$ cat config.mk
export PLATFORM = sky130hd
export DESIGN_NAME = qsys_sysid_reader
export DESIGN_NICKNAME = d
export VERILOG_FILES = /design/src/rtl/qsys_sysid_pkg.sv /design/src/rtl/qsys_timeout_ctr.sv /design/src/rtl/qsys_sysid_reader.sv
export SDC_FILE = /design/constraint.sdc
export NUM_CORES = 1
export LEC_CHECK = 0
export ABC_CLOCK_PERIOD_IN_PS = 4100
export BUFFER_PORTS_ARGS = -buffer_cell sky130_fd_sc_hd__buf_2
export CAP_MARGIN = 25
export CORE_MARGIN = 2
export CORE_UTILIZATION = 48
export DETAILED_ROUTE_END_ITERATION = 10
export PLACE_DENSITY = 0.8
export SYNTH_ARGS = -nofsm -noshare
export SYNTH_HDL_FRONTEND = slang
export SYNTH_HIERARCHICAL = 1
export SYNTH_SLANG_ARGS = --single-unit
$ cat constraint.sdc
create_clock -name clock_i -period 4.1 [get_ports clock_i]
set_clock_uncertainty 0.15 [all_clocks]
set_input_delay 1.23 -clock clock_i [delete_from_list [all_inputs] [get_ports clock_i]]
set_output_delay 1.23 -clock clock_i [all_outputs]
set_load 0.02 [all_outputs]
$ cat src/rtl/qsys_sysid_pkg.sv
// Shared types and constants for the system-ID boot check.
package qsys_sysid_pkg;

  typedef enum logic [2:0] {
    IDLE,
    REQ_ID,
    WAIT_ID,
    REQ_TS,
    WAIT_TS,
    FIN
  } state_e;

  localparam logic        SYSID_ADDR_ID          = 1'b0;
  localparam logic        SYSID_ADDR_TS          = 1'b1;
  localparam logic [31:0] DEFAULT_EXPECTED_ID    = 32'd4660;
  localparam logic [31:0] DEFAULT_EXPECTED_TS    = 32'd1631301145;
  localparam logic [15:0] DEFAULT_TIMEOUT_CYCLES = 16'd255;

  // States in which a read transaction is outstanding and the timeout runs.
  function automatic logic is_active(input state_e s);
    return (s == REQ_ID) || (s == WAIT_ID) || (s == REQ_TS) || (s == WAIT_TS);
  endfunction

endpackage

$ cat src/rtl/qsys_timeout_ctr.sv
// Per-transaction cycle counter; expired_o flags the limit-th enabled cycle.
module qsys_timeout_ctr (
  input  logic        clock_i,
  input  logic        reset_i,
  input  logic        clear_i,
  input  logic        enable_i,
  input  logic [15:0] limit_i,
  output logic        expired_o
);

  logic [15:0] count_q, count_d;

  always_comb begin
    count_d = count_q;
    if (clear_i) begin
      count_d = 16'd0;
    end else if (enable_i && (count_q != 16'hFFFF)) begin
      count_d = count_q + 16'd1;
    end
  end

  always_ff @(posedge clock_i) begin
    if (reset_i) begin
      count_q <= 16'd0;
    end else begin
      count_q <= count_d;
    end
  end

  // count_q holds completed cycles, so the current cycle is number count_q+1.
  assign expired_o = enable_i && (({1'b0, count_q} + 17'd1) >= {1'b0, limit_i});

endmodule

$ cat src/rtl/qsys_sysid_reader.sv
// Avalon-MM read master: fetches sysid word 0 (ID) and word 1 (timestamp), compares
// both with the expected image values and reports pass/fail/timeout.
module qsys_sysid_reader
  import qsys_sysid_pkg::*;
#(
  parameter logic [31:0] EXPECTED_ID    = DEFAULT_EXPECTED_ID,
  parameter logic [31:0] EXPECTED_TS    = DEFAULT_EXPECTED_TS,
  parameter logic [15:0] TIMEOUT_CYCLES = DEFAULT_TIMEOUT_CYCLES,
  parameter bit          USE_RDVALID    = 1'b0
) (
  input  logic        clock_i,
  input  logic        reset_i,
  input  logic        start_i,
  output logic        busy_o,
  output logic        done_o,
  output logic        id_ok_o,
  output logic        ts_ok_o,
  output logic        timeout_o,
  output logic [31:0] id_value_o,
  output logic [31:0] ts_value_o,
  output logic        avm_address_o,
  output logic        avm_read_o,
  input  logic        avm_waitrequest_i,
  input  logic [31:0] avm_readdata_i,
  input  logic        avm_readdatavalid_i
);

  state_e      state_q, state_d;
  logic        id_ok_q, id_ok_d;
  logic        ts_ok_q, ts_ok_d;
  logic        timeout_q, timeout_d;
  logic [31:0] id_value_q, id_value_d;
  logic [31:0] ts_value_q, ts_value_d;
  logic        accept;
  logic        expired;
  logic        tmr_clear;
  logic        tmr_enable;

  assign avm_read_o    = (state_q == REQ_ID) || (state_q == REQ_TS);
  assign avm_address_o = (state_q == REQ_TS) ? SYSID_ADDR_TS : SYSID_ADDR_ID;
  assign busy_o        = (state_q != IDLE);
  assign done_o        = (state_q == FIN);
  assign accept        = avm_read_o & ~avm_waitrequest_i;

  always_comb begin
    state_d    = state_q;
    id_ok_d    = id_ok_q;
    ts_ok_d    = ts_ok_q;
    timeout_d  = timeout_q;
    id_value_d = id_value_q;
    ts_value_d = ts_value_q;
    case (state_q)
      IDLE: begin
        if (start_i) begin
          id_ok_d   = 1'b0;
          ts_ok_d   = 1'b0;
          timeout_d = 1'b0;
          state_d   = REQ_ID;
        end
      end
      REQ_ID: begin
        // An accept in the expiry cycle still counts: capture wins over timeout.
        if (accept) begin
          if (USE_RDVALID) begin
            state_d = WAIT_ID;
          end else begin
            id_value_d = avm_readdata_i;
            id_ok_d    = (avm_readdata_i == EXPECTED_ID);
            state_d    = REQ_TS;
          end
        end else if (expired) begin
          timeout_d = 1'b1;
          state_d   = FIN;
        end
      end
      WAIT_ID: begin
        if (avm_readdatavalid_i) begin
          id_value_d = avm_readdata_i;
          id_ok_d    = (avm_readdata_i == EXPECTED_ID);
          state_d    = REQ_TS;
        end else if (expired) begin
          timeout_d = 1'b1;
          state_d   = FIN;
        end
      end
      REQ_TS: begin
        if (accept) begin
          if (USE_RDVALID) begin
            state_d = WAIT_TS;
          end else begin
            ts_value_d = avm_readdata_i;
            ts_ok_d    = (avm_readdata_i == EXPECTED_TS);
            state_d    = FIN;
          end
        end else if (expired) begin
          timeout_d = 1'b1;
          state_d   = FIN;
        end
      end
      WAIT_TS: begin
        if (avm_readdatavalid_i) begin
          ts_value_d = avm_readdata_i;
          ts_ok_d    = (avm_readdata_i == EXPECTED_TS);
          state_d    = FIN;
        end else if (expired) begin
          timeout_d = 1'b1;
          state_d   = FIN;
        end
      end
      FIN: begin
        state_d = IDLE;
      end
      default: begin
        state_d = IDLE;
      end
    endcase
  end

  always_ff @(posedge clock_i) begin
    if (reset_i) begin
      state_q    <= IDLE;
      id_ok_q    <= 1'b0;
      ts_ok_q    <= 1'b0;
      timeout_q  <= 1'b0;
      id_value_q <= 32'd0;
      ts_value_q <= 32'd0;
    end else begin
      state_q    <= state_d;
      id_ok_q    <= id_ok_d;
      ts_ok_q    <= ts_ok_d;
      timeout_q  <= timeout_d;
      id_value_q <= id_value_d;
      ts_value_q <= ts_value_d;
    end
  end

  // Each word gets a fresh budget, including a direct REQ_ID -> REQ_TS hop.
  assign tmr_enable = is_active(state_q);
  assign tmr_clear  = (state_d != state_q) && ((state_d == REQ_ID) || (state_d == REQ_TS));

  qsys_timeout_ctr u_timeout_ctr (
    .clock_i   (clock_i),
    .reset_i   (reset_i),
    .clear_i   (tmr_clear),
    .enable_i  (tmr_enable),
    .limit_i   (TIMEOUT_CYCLES),
    .expired_o (expired)
  );

  assign id_ok_o    = id_ok_q;
  assign ts_ok_o    = ts_ok_q;
  assign timeout_o  = timeout_q;
  assign id_value_o = id_value_q;
  assign ts_value_o = ts_value_q;

endmodule

# Word level (Yosys, flattened, before mapping)

Index checks and enable logic that the tools add are counted.

Bits in registers: 86
Bits of input ports: 37
Output and inout bits: 71
Word-level logic and storage cells: 76

$add $sub $neg: 2
$lt $le $gt $ge: 1
Equal/unequal tests: 18
Mux-type cells: 23
Bitwise gates (word level): 2
Reductions and logical operators: 23

Operator list:

| operator                | number |
|---|---|
| $pmux W32 S2            | 2 |
| $mux W32                | 2 |
| $eq A32 B13 Y1 const B  | 1 |
| $eq A32 B31 Y1 const B  | 1 |
| $mux W3                 | 6 |
| $add A16 B1 Y17 const B | 1 |
| $ge A17 B8 Y1 const B   | 1 |
| $add A16 B1 Y16 const B | 1 |
| $ne A16 B16 Y1 const B  | 1 |
| $pmux W3 S5             | 1 |
| $ne A2 B2 Y1 const B    | 7 |
| $reduce_and A4 Y1       | 3 |
| $reduce_bool A3 Y1      | 4 |
| $eq A3 B2 Y1 const B    | 3 |
| $mux W1                 | 9 |
| $pmux W1 S3             | 3 |
| $eq A3 B1 Y1 const B    | 2 |
| $eq A3 B3 Y1 const B    | 2 |
| $reduce_and A3 Y1       | 2 |
| $reduce_or A2 Y1        | 3 |
| $logic_or A1 B1 Y1      | 5 |
| $reduce_bool A2 Y1      | 2 |
| $logic_and A1 B1 Y1     | 3 |
| $logic_not A3 Y1        | 1 |
| 3 further kinds         | 3 |

# Logic depth before layout (Yosys ltp)

Gate-level depths: netlist of run 1.

Depth after elaboration: 12
Gate-level depth with buffers: 21
Depth with buffers taken out: 17

# Modules after synthesis

The synthesis of run 1 kept the hierarchy.

By module, submodules not included:

| module            | times used | cells an instance | area an instance (sq um) | seq. area each (sq um) |
|---|---|---|---|---|
| qsys_sysid_reader | 1          | 355               | 2766.4                   | 1401.3 |
| qsys_timeout_ctr  | 1          | 191               | 1611.5                   | 320.3 |

# Worst setup path after synthesis of run 1

OpenSTA, ideal clock, no wires.

Path kind: register -> register
Start point: register u_timeout_ctr.count_q[0]
End point: register u_timeout_ctr.count_q[2]
Library setup time: 122 ps
Data arrival time: 3760 ps
Required time: 3828 ps
Path slack: 68 ps
Stages on the path, launching flop included: 22
Path buffers: 4
Period minus slack after synthesis: 4032 ps
Cell sequence: dfxtp_1 -> ha_1 -> and3_1 -> buf_6 -> and4_4 -> buf_8 -> buf_8 -> nand2_1 -> xnor2_1 -> ha_1 -> a21oi_1 -> o21ai_0 -> a22oi_1 -> o211ai_1 -> nand2b_1 -> a21oi_1 -> or3b_4 -> a311oi_4 -> or2_2 -> clkbuf_1 -> a2111o_1 -> o21ai_0

Longest elaborated chain between the ends: 10
Elaborated cells on any way between the ends: 18
Classes of those cells: add/sub: 2; order compare: 1; eq/ne: 4; mux: 6; reduce/logical: 5

Ends and longest elaborated chain:

| what                                         | line                     | RTL |
|---|---|---|
| from (decl)                                  | qsys_timeout_ctr.sv:11   | `logic [15:0] count_q, count_d;` |
| from (signal assigned)                       | qsys_timeout_ctr.sv:26   | `count_q <= count_d;` |
| $add A16 B1 Y17 *                            | qsys_timeout_ctr.sv:31   | `assign expired_o = enable_i && (({1'b0, count_q} + 17'd1) >= {1'b0, limit_i});` |
| $ge A17 B8 Y1 *                              | qsys_timeout_ctr.sv:31   |  |
| $logic_and A1 B1 Y1 *                        | qsys_timeout_ctr.sv:31   |  |
| via expired                                  | qsys_sysid_reader.sv:35  | `logic expired;` |
| $mux W3 *                                    | -                        |  |
| $mux W3 (on tied branches)                   | -                        |  |
| $pmux W3 S5 *                                | qsys_sysid_reader.sv:52  | `case (state_q)` |
| $eq A3 B1 Y1 or $eq A3 B2 Y1 (tied branches) | qsys_sysid_reader.sv:139 | `assign tmr_clear = (state_d != state_q) && ((state_d == REQ_ID) \|\| (state_d == REQ_TS));` |
| $logic_or A1 B1 Y1                           | qsys_sysid_reader.sv:139 |  |
| $logic_and A1 B1 Y1 *                        | qsys_sysid_reader.sv:139 |  |
| via tmr_clear                                | qsys_sysid_reader.sv:36  | `logic tmr_clear;` |
| $reduce_or A2 Y1 (no line) *                 | -                        |  |

The timed path passes the listed nets; every way through them passes the cells marked *.
A chain may end at the register's enable or synchronous reset.

# Final worst setup path of run 1

Start point: register u_timeout_ctr.count_q[1]
End point: register u_timeout_ctr.count_q[1]

The elaborated chain is that of the path after synthesis.

==> results.sh, run 1 <==
export IMPL_status="completed"
export IMPL_rsz0062_at_grt="no"
export IMPL_dp_cells=754
export IMPL_arrival_ns=3.94
export IMPL_portBuffers=107
export IMPL_endpoint_kind="register"
export IMPL_clk_insertion_delay_late_ns=0.37
export IMPL_synth_top_cell_by_area="dfxtp_1"
export IMPL_area_growth_pct=18.12
export IMPL_synthesis_area_um2=4378
export IMPL_fin_crit_ns=3.827
export IMPL_synth_warnings=6
export IMPL_maxCapViolCount=0
export IMPL_num_nets_final=711
export IMPL_cp_depth=18
export IMPL_cts_root_buffer="clkbuf_8"
export IMPL_cp_data_required_time_ns=4.21
export IMPL_io_pins=108
export IMPL_syn_area_per_cell_um2=8.018
export IMPL_critical_path_buf_inv_count=1
export IMPL_fp_row_count=34
export IMPL_setup_viol=0
export IMPL_wire_per_inst_um=15.20
export IMPL_ys_types=63
export IMPL_netlist_area_leader_share_pct=39.33
export IMPL_drt_first_iter_violations=179
export IMPL_fill_cells=791
export IMPL_dieArea_um2=9900
export IMPL_place_congestion=0.8938
export IMPL_path_cells="ha_1, and3_2, and4_4, nand2_1, xnor2_1, ha_1, a21oi_1, o21ai_0, a22oi_1, o211ai_1, nand2b_1, a21oi_1, or3b_4, a311oi_4, nor2_1, buf_4, nand2_1, mux2i_1"
export IMPL_synth_ff_type="dfxtp_1"
export IMPL_cts_resized=0
export IMPL_critical_path_top_delay_family="simple AND/OR/NAND/NOR gates"
export IMPL_antenna_found_initial=0
export IMPL_htreeDepth=3
export IMPL_setup_worst_path_start="u_timeout_ctr/count_q[1]"
export IMPL_syn_inst=546
export IMPL_tns_ns=0
export IMPL_layout_commonest_cell="nand2_1"
export IMPL_hold_viol_final=0
export IMPL_drc=0
export IMPL_cts_sinks=86
export IMPL_r2r_start="u_timeout_ctr/count_q[1]"
export IMPL_crit_end="u_timeout_ctr/count_q[1]"
export IMPL_post_cts_buffers=0
export IMPL_vias=4213
export IMPL_cp_max_fo=15
export IMPL_cpPeakStageDelay_ns=0.41
export IMPL_ys_ff_latch=86
export IMPL_finalCritPeriodShare_pct=93.33
export IMPL_seqCellArea_um2=1724
export IMPL_grt_pass1_wl_um=19080
export IMPL_r2r_end="u_timeout_ctr/count_q[1]"
export IMPL_cts_buffers=9
export IMPL_synth_edf_count=0
export IMPL_grt_usage_pct=23.96
export IMPL_die_w_um=99.50
export IMPL_core_um2=8763
export IMPL_worst_path_max_delay_cell="or3b_4"
export IMPL_holdPathStages=2
export IMPL_overflow=0
export IMPL_slew_headroom_pct=50.91
export IMPL_clockBufferDepth=2
export IMPL_postCtsHoldBufs=0
export IMPL_synthArstFlopShare_pct=0
export IMPL_grt_max_degree=42
export IMPL_worstSetupStartpointType="register"
export IMPL_hpwl_um=8440
export IMPL_power_leakage_nw=2.238
export IMPL_worst_slew_pin_slew_ns=0.7364
export IMPL_r2r_setup_slack_ns=0.27
export IMPL_drive_gt1_share_pct=23.87
export IMPL_grt_pass1_vias=3959
export IMPL_hp_class="register to register"
export IMPL_wl_um=11710
export IMPL_pre_cts_slack_ns=0.1082
export IMPL_cts_tree="yes"
export IMPL_die_h_um=99.50
export IMPL_ys_top_cells_by_area="dfxtp_1, nand2_1, a21oi_1"
export IMPL_slew_viol_final=0
export IMPL_fmax_mhz=261.3
export IMPL_vias_per_cell=5.471
export IMPL_crit_type="register to register"
export IMPL_ys_seq_area_share_pct=39.33
export IMPL_final_cells=770
export IMPL_setup_ws_ns=0.2735
export IMPL_initial_core_util_pct=49.96
export IMPL_firstDrtPassIters=5
export IMPL_ir_drop_v=0.0002663
export IMPL_detail_route_antenna_nets=0
export IMPL_mostFrequentLayoutCells="nand2_1, buf_2, dfxtp_1"
export IMPL_power_density_nw_per_um2=332.0
export IMPL_reg2reg_depth=18
export IMPL_path_clk_slew_ns=0.09
export IMPL_n_antenna_cell=0
export IMPL_multiInputGateArea_um2=2404
cell families after synthesis:
family          synth area share [%]
xor+xnor                       3.001
simple gates                   25.12
buf+inv                        7.059
flops                          39.33
other cells                   0.1715
fa+ha+maj                      4.858
compound gates                 17.72
mux                            2.744
registers in the layout (all words and copies together), names as in the netlist:
register               cells
state_q                    3
ts_value_o                32
u_timeout_ctr/count_q     16
ts_ok_o                    1
timeout_o                  1
id_ok_o                    1
id_value_o                32
cell type report:
type	count	area share, %
multi-input combinational	417	46.48
sequential	86	33.34
timing repair buffer	122	12.53
tap	108	2.613
clock buffer	9	2.395
inverter	21	1.524
clock inverter	7	1.113
routing by layer:
| metal | GRT usage [%] | wire, um |
|---|---|---|
| met1 | 29.88 | 4762 |
| met2 | 39.03 | 5789 |
| met3 | 7.871 | 883 |
| met4 | 8.325 | 269 |
| met5 | 0 | 0 |
power by group:
group	internal, W	leakage, nW	total (W)	switching (W)
clock	0.000227	0.0813	0.000565	0.000338
combinational	0.0000928	1.46	0.000270	0.000178
sequential	0.000863	0.697	0.000882	0.0000193
cells in the mapped netlist, types with 3 or more instances:
library cell  count
clkbuf_1         17
buf_2             6
and3_1            5
buf_1             3
nor4_1            9
inv_1            20
ha_1             17
nand4_1           9
nand2_1         161
a21oi_1          77
nor2_1           11
mux2i_1          12
xnor2_1          10
or3_1             8
and2_1            4
a2111o_1          4
a211oi_1          3
nor2b_1           5
a211oi_2          5
o21ai_0           6
xor2_1            5
nand3_1           4
nand2b_1          3
buf_6             6
dfxtp_1          86
worst min path at each step:
stage,startpoint,end,slack (ns)
floorplan,u_timeout_ctr/count_q[10],u_timeout_ctr/count_q[10],0.29
global placement,ts_value_o[25],ts_value_o[25],0.29
detailed placement,ts_value_o[9],ts_value_o[9],0.29
CTS,ts_value_o[19],ts_value_o[19],0.30
global route,ts_value_o[6],ts_value_o[6],0.33
finish,ts_value_o[19],ts_value_o[19],0.30
metrics by stage:
| step | total power, W | utilization, % | area, um^2 | hold WS, ns |
|---|---|---|---|---|
| 2_1_floorplan | 0.001068 | - | 4431 | 0.2935 |
| 3_3_place_gp | 0.001160 | 56.87 | 4984 | 0.2855 |
| 3_5_place_dp | 0.001168 | 56.87 | 4984 | 0.2913 |
| 4_1_cts | 0.001727 | 58.94 | 5165 | 0.3044 |
| 5_1_grt | 0.001792 | 59.01 | 5171 | 0.3252 |
| 6_report | 0.001717 | 59.01 | 5171 | 0.3000 |
tightest hold or removal path: stages, from the launching register on:
cell	delay, ns
dfxtp_1	0.32
nand2_1	0.05
a21oi_1	0.05
(Power assumes the default switching activity.)
==> run 2, diff against run 1 <==
- BUFFER_PORTS_ARGS: -buffer_cell sky130_fd_sc_hd__buf_2 -> default
- CAP_MARGIN: 25 -> 40
- CORE_UTILIZATION: 48 -> 55
- CTS_BUF_LIST: default -> sky130_fd_sc_hd__clkbuf_16
- DONT_BUFFER_PORTS: default -> 1
- PLACE_DENSITY: 0.8 -> 0.77
==> results.sh, run 2 (synthesis gave the netlist of run 1 again) <==
export IMPL_status="completed"
export IMPL_slew_viol_final=0
export IMPL_hpwl_um=7863
export IMPL_portBuffers=0
export IMPL_firstDrtPassIters=5
export IMPL_r2r_setup_slack_ns=0.26
export IMPL_detail_route_antenna_nets=0
export IMPL_path_cells="buf_4, and4_1, and4_1, and3_1, xor2_1, ha_1, nand4_1, inv_1, a22oi_1, o211ai_1, buf_4, o22ai_1, o21a_1, a311oi_4, buf_4, or2_4, a2111o_1, o21ai_1"
export IMPL_overflow=0
export IMPL_finalCritPeriodShare_pct=93.67
export IMPL_critical_path_buf_inv_count=4
export IMPL_place_congestion=0.9060
export IMPL_power_leakage_nw=1.834
export IMPL_grt_max_degree=81
export IMPL_core_um2=7727
export IMPL_num_nets_final=616
export IMPL_cts_sinks=86
export IMPL_drt_first_iter_violations=234
export IMPL_rsz0062_at_grt="no"
export IMPL_arrival_ns=3.94
export IMPL_wire_per_inst_um=16.51
export IMPL_die_w_um=93.22
export IMPL_fp_row_count=32
export IMPL_multiInputGateArea_um2=2425
export IMPL_crit_type="register to register"
export IMPL_cts_buffers=9
export IMPL_drive_gt1_share_pct=11.64
export IMPL_maxCapViolCount=0
export IMPL_hold_viol_final=0
export IMPL_cp_data_required_time_ns=4.20
export IMPL_tns_ns=0
export IMPL_path_clk_slew_ns=0.07
export IMPL_postCtsHoldBufs=0
export IMPL_antenna_found_initial=0
export IMPL_cpPeakStageDelay_ns=0.39
export IMPL_worst_path_most_repeated_cell="buf_4"
export IMPL_fin_util_pct=63.00
export IMPL_worst_path_max_delay_cell="a2111o_1"
export IMPL_hp_class="register to register"
export IMPL_cts_root_buffer="clkbuf_16"
export IMPL_drc=0
export IMPL_wl_um=11050
export IMPL_grt_pass1_vias=3816
export IMPL_area_growth_pct=11.20
export IMPL_critical_path_top_delay_family="compound AO/OA/AOI/OAI gates"
export IMPL_clockBufferDepth=2
export IMPL_io_pins=108
export IMPL_fill_cells=658
export IMPL_power_density_nw_per_um2=395.0
export IMPL_grt_usage_pct=25.56
export IMPL_htreeDepth=3
export IMPL_die_h_um=93.22
export IMPL_initial_core_util_pct=56.65
export IMPL_grt_pass1_wl_um=17840
export IMPL_n_antenna_cell=0
export IMPL_dieArea_um2=8690
export IMPL_cts_tree="yes"
export IMPL_layout_commonest_cell="nand2_1"
export IMPL_mostFrequentLayoutCells="nand2_1, dfxtp_1, a21oi_1"
export IMPL_setup_viol=0
export IMPL_ir_drop_v=0.0002602
export IMPL_clk_insertion_delay_late_ns=0.33
export IMPL_endpoint_kind="register"
export IMPL_vias=3880
export IMPL_seqCellArea_um2=1725
export IMPL_cp_max_fo=7
export IMPL_vias_per_cell=5.800
export IMPL_fmax_mhz=260.4
export IMPL_fin_crit_ns=3.841
export IMPL_worstSetupStartpointType="register"
## run 2: changes by cell type in the layout (fill, tap and decap cells not counted), sizes merged
| cell | previous run | this run |
|---|---|---|
| buf | 122 | 27 |
| bufinv | 0 | 1 |
| clkinvlp | 4 | 1 |
| clkinv | 2 | 5 |
| inv | 22 | 21 |
## run 2: repair_timing
action	4_1_cts	5_1_grt
endpoints found under the setup margin	0	6
buffers inserted	0	1
gates resized for setup	0	10
## run 2: layout make-up
type,instances,share of cell area [%]
Sequential cell,86,35.44
Clock inverter,7,1.722
Timing Repair Buffer,27,4.163
Inverter,21,1.619
Clock buffer,9,4.626
Tap cell,102,2.621
Multi-Input combinational cell,417,49.81
## run 2: worst paths after layout
check / from / endpoint / cells past startpoint
setup / recovery: u_timeout_ctr/count_q[0] / u_timeout_ctr/count_q[4] / 18
hold / removal: u_timeout_ctr/count_q[10] / u_timeout_ctr/count_q[10] / 2
setup reg to reg: u_timeout_ctr/count_q[0] / u_timeout_ctr/count_q[4] / 18
hold reg to reg: u_timeout_ctr/count_q[10] / u_timeout_ctr/count_q[10] / 2
## run 2: power breakdown
group	internal, W	switching [W]
combinational	0.0000703	0.000111
sequential	0.000864	0.0000538
clock	0.000480	0.000344
## run 2: stage by stage
step | hold slack [ns] | worst slack (ns) | cell area (um^2) | instances | power, W
after global routing | 0.3562 | 0.007632 | 4868 | 669 | 0.001993
after CTS | 0.3298 | 0.09792 | 4832 | 668 | 0.001931
after floorplan | 0.2935 | 0.06834 | 4431 | 560 | 0.001068
after global placement | 0.3087 | 0.2678 | 4523 | 652 | 0.001103
final | 0.3234 | 0.2595 | 4868 | 669 | 0.001923
after detailed placement | 0.3205 | 0.1229 | 4523 | 652 | 0.001111
## run 2: tightest hold or removal path, delay by kind of cell (launching register included)
kind	cells	cell delay (ns)
flip-flops	1	0.32
multiplexers	1	0.05
AND/OR/NAND/NOR	1	0.05
## run 2: layer usage
layer	up-vias	GRT usage, %	routed length (um)
met5	-	0	0
met4	0	7.721	240
met3	22	6.930	817
met2	158	44.18	5562
met1	1813	30.93	4425
li1	1887	-	-
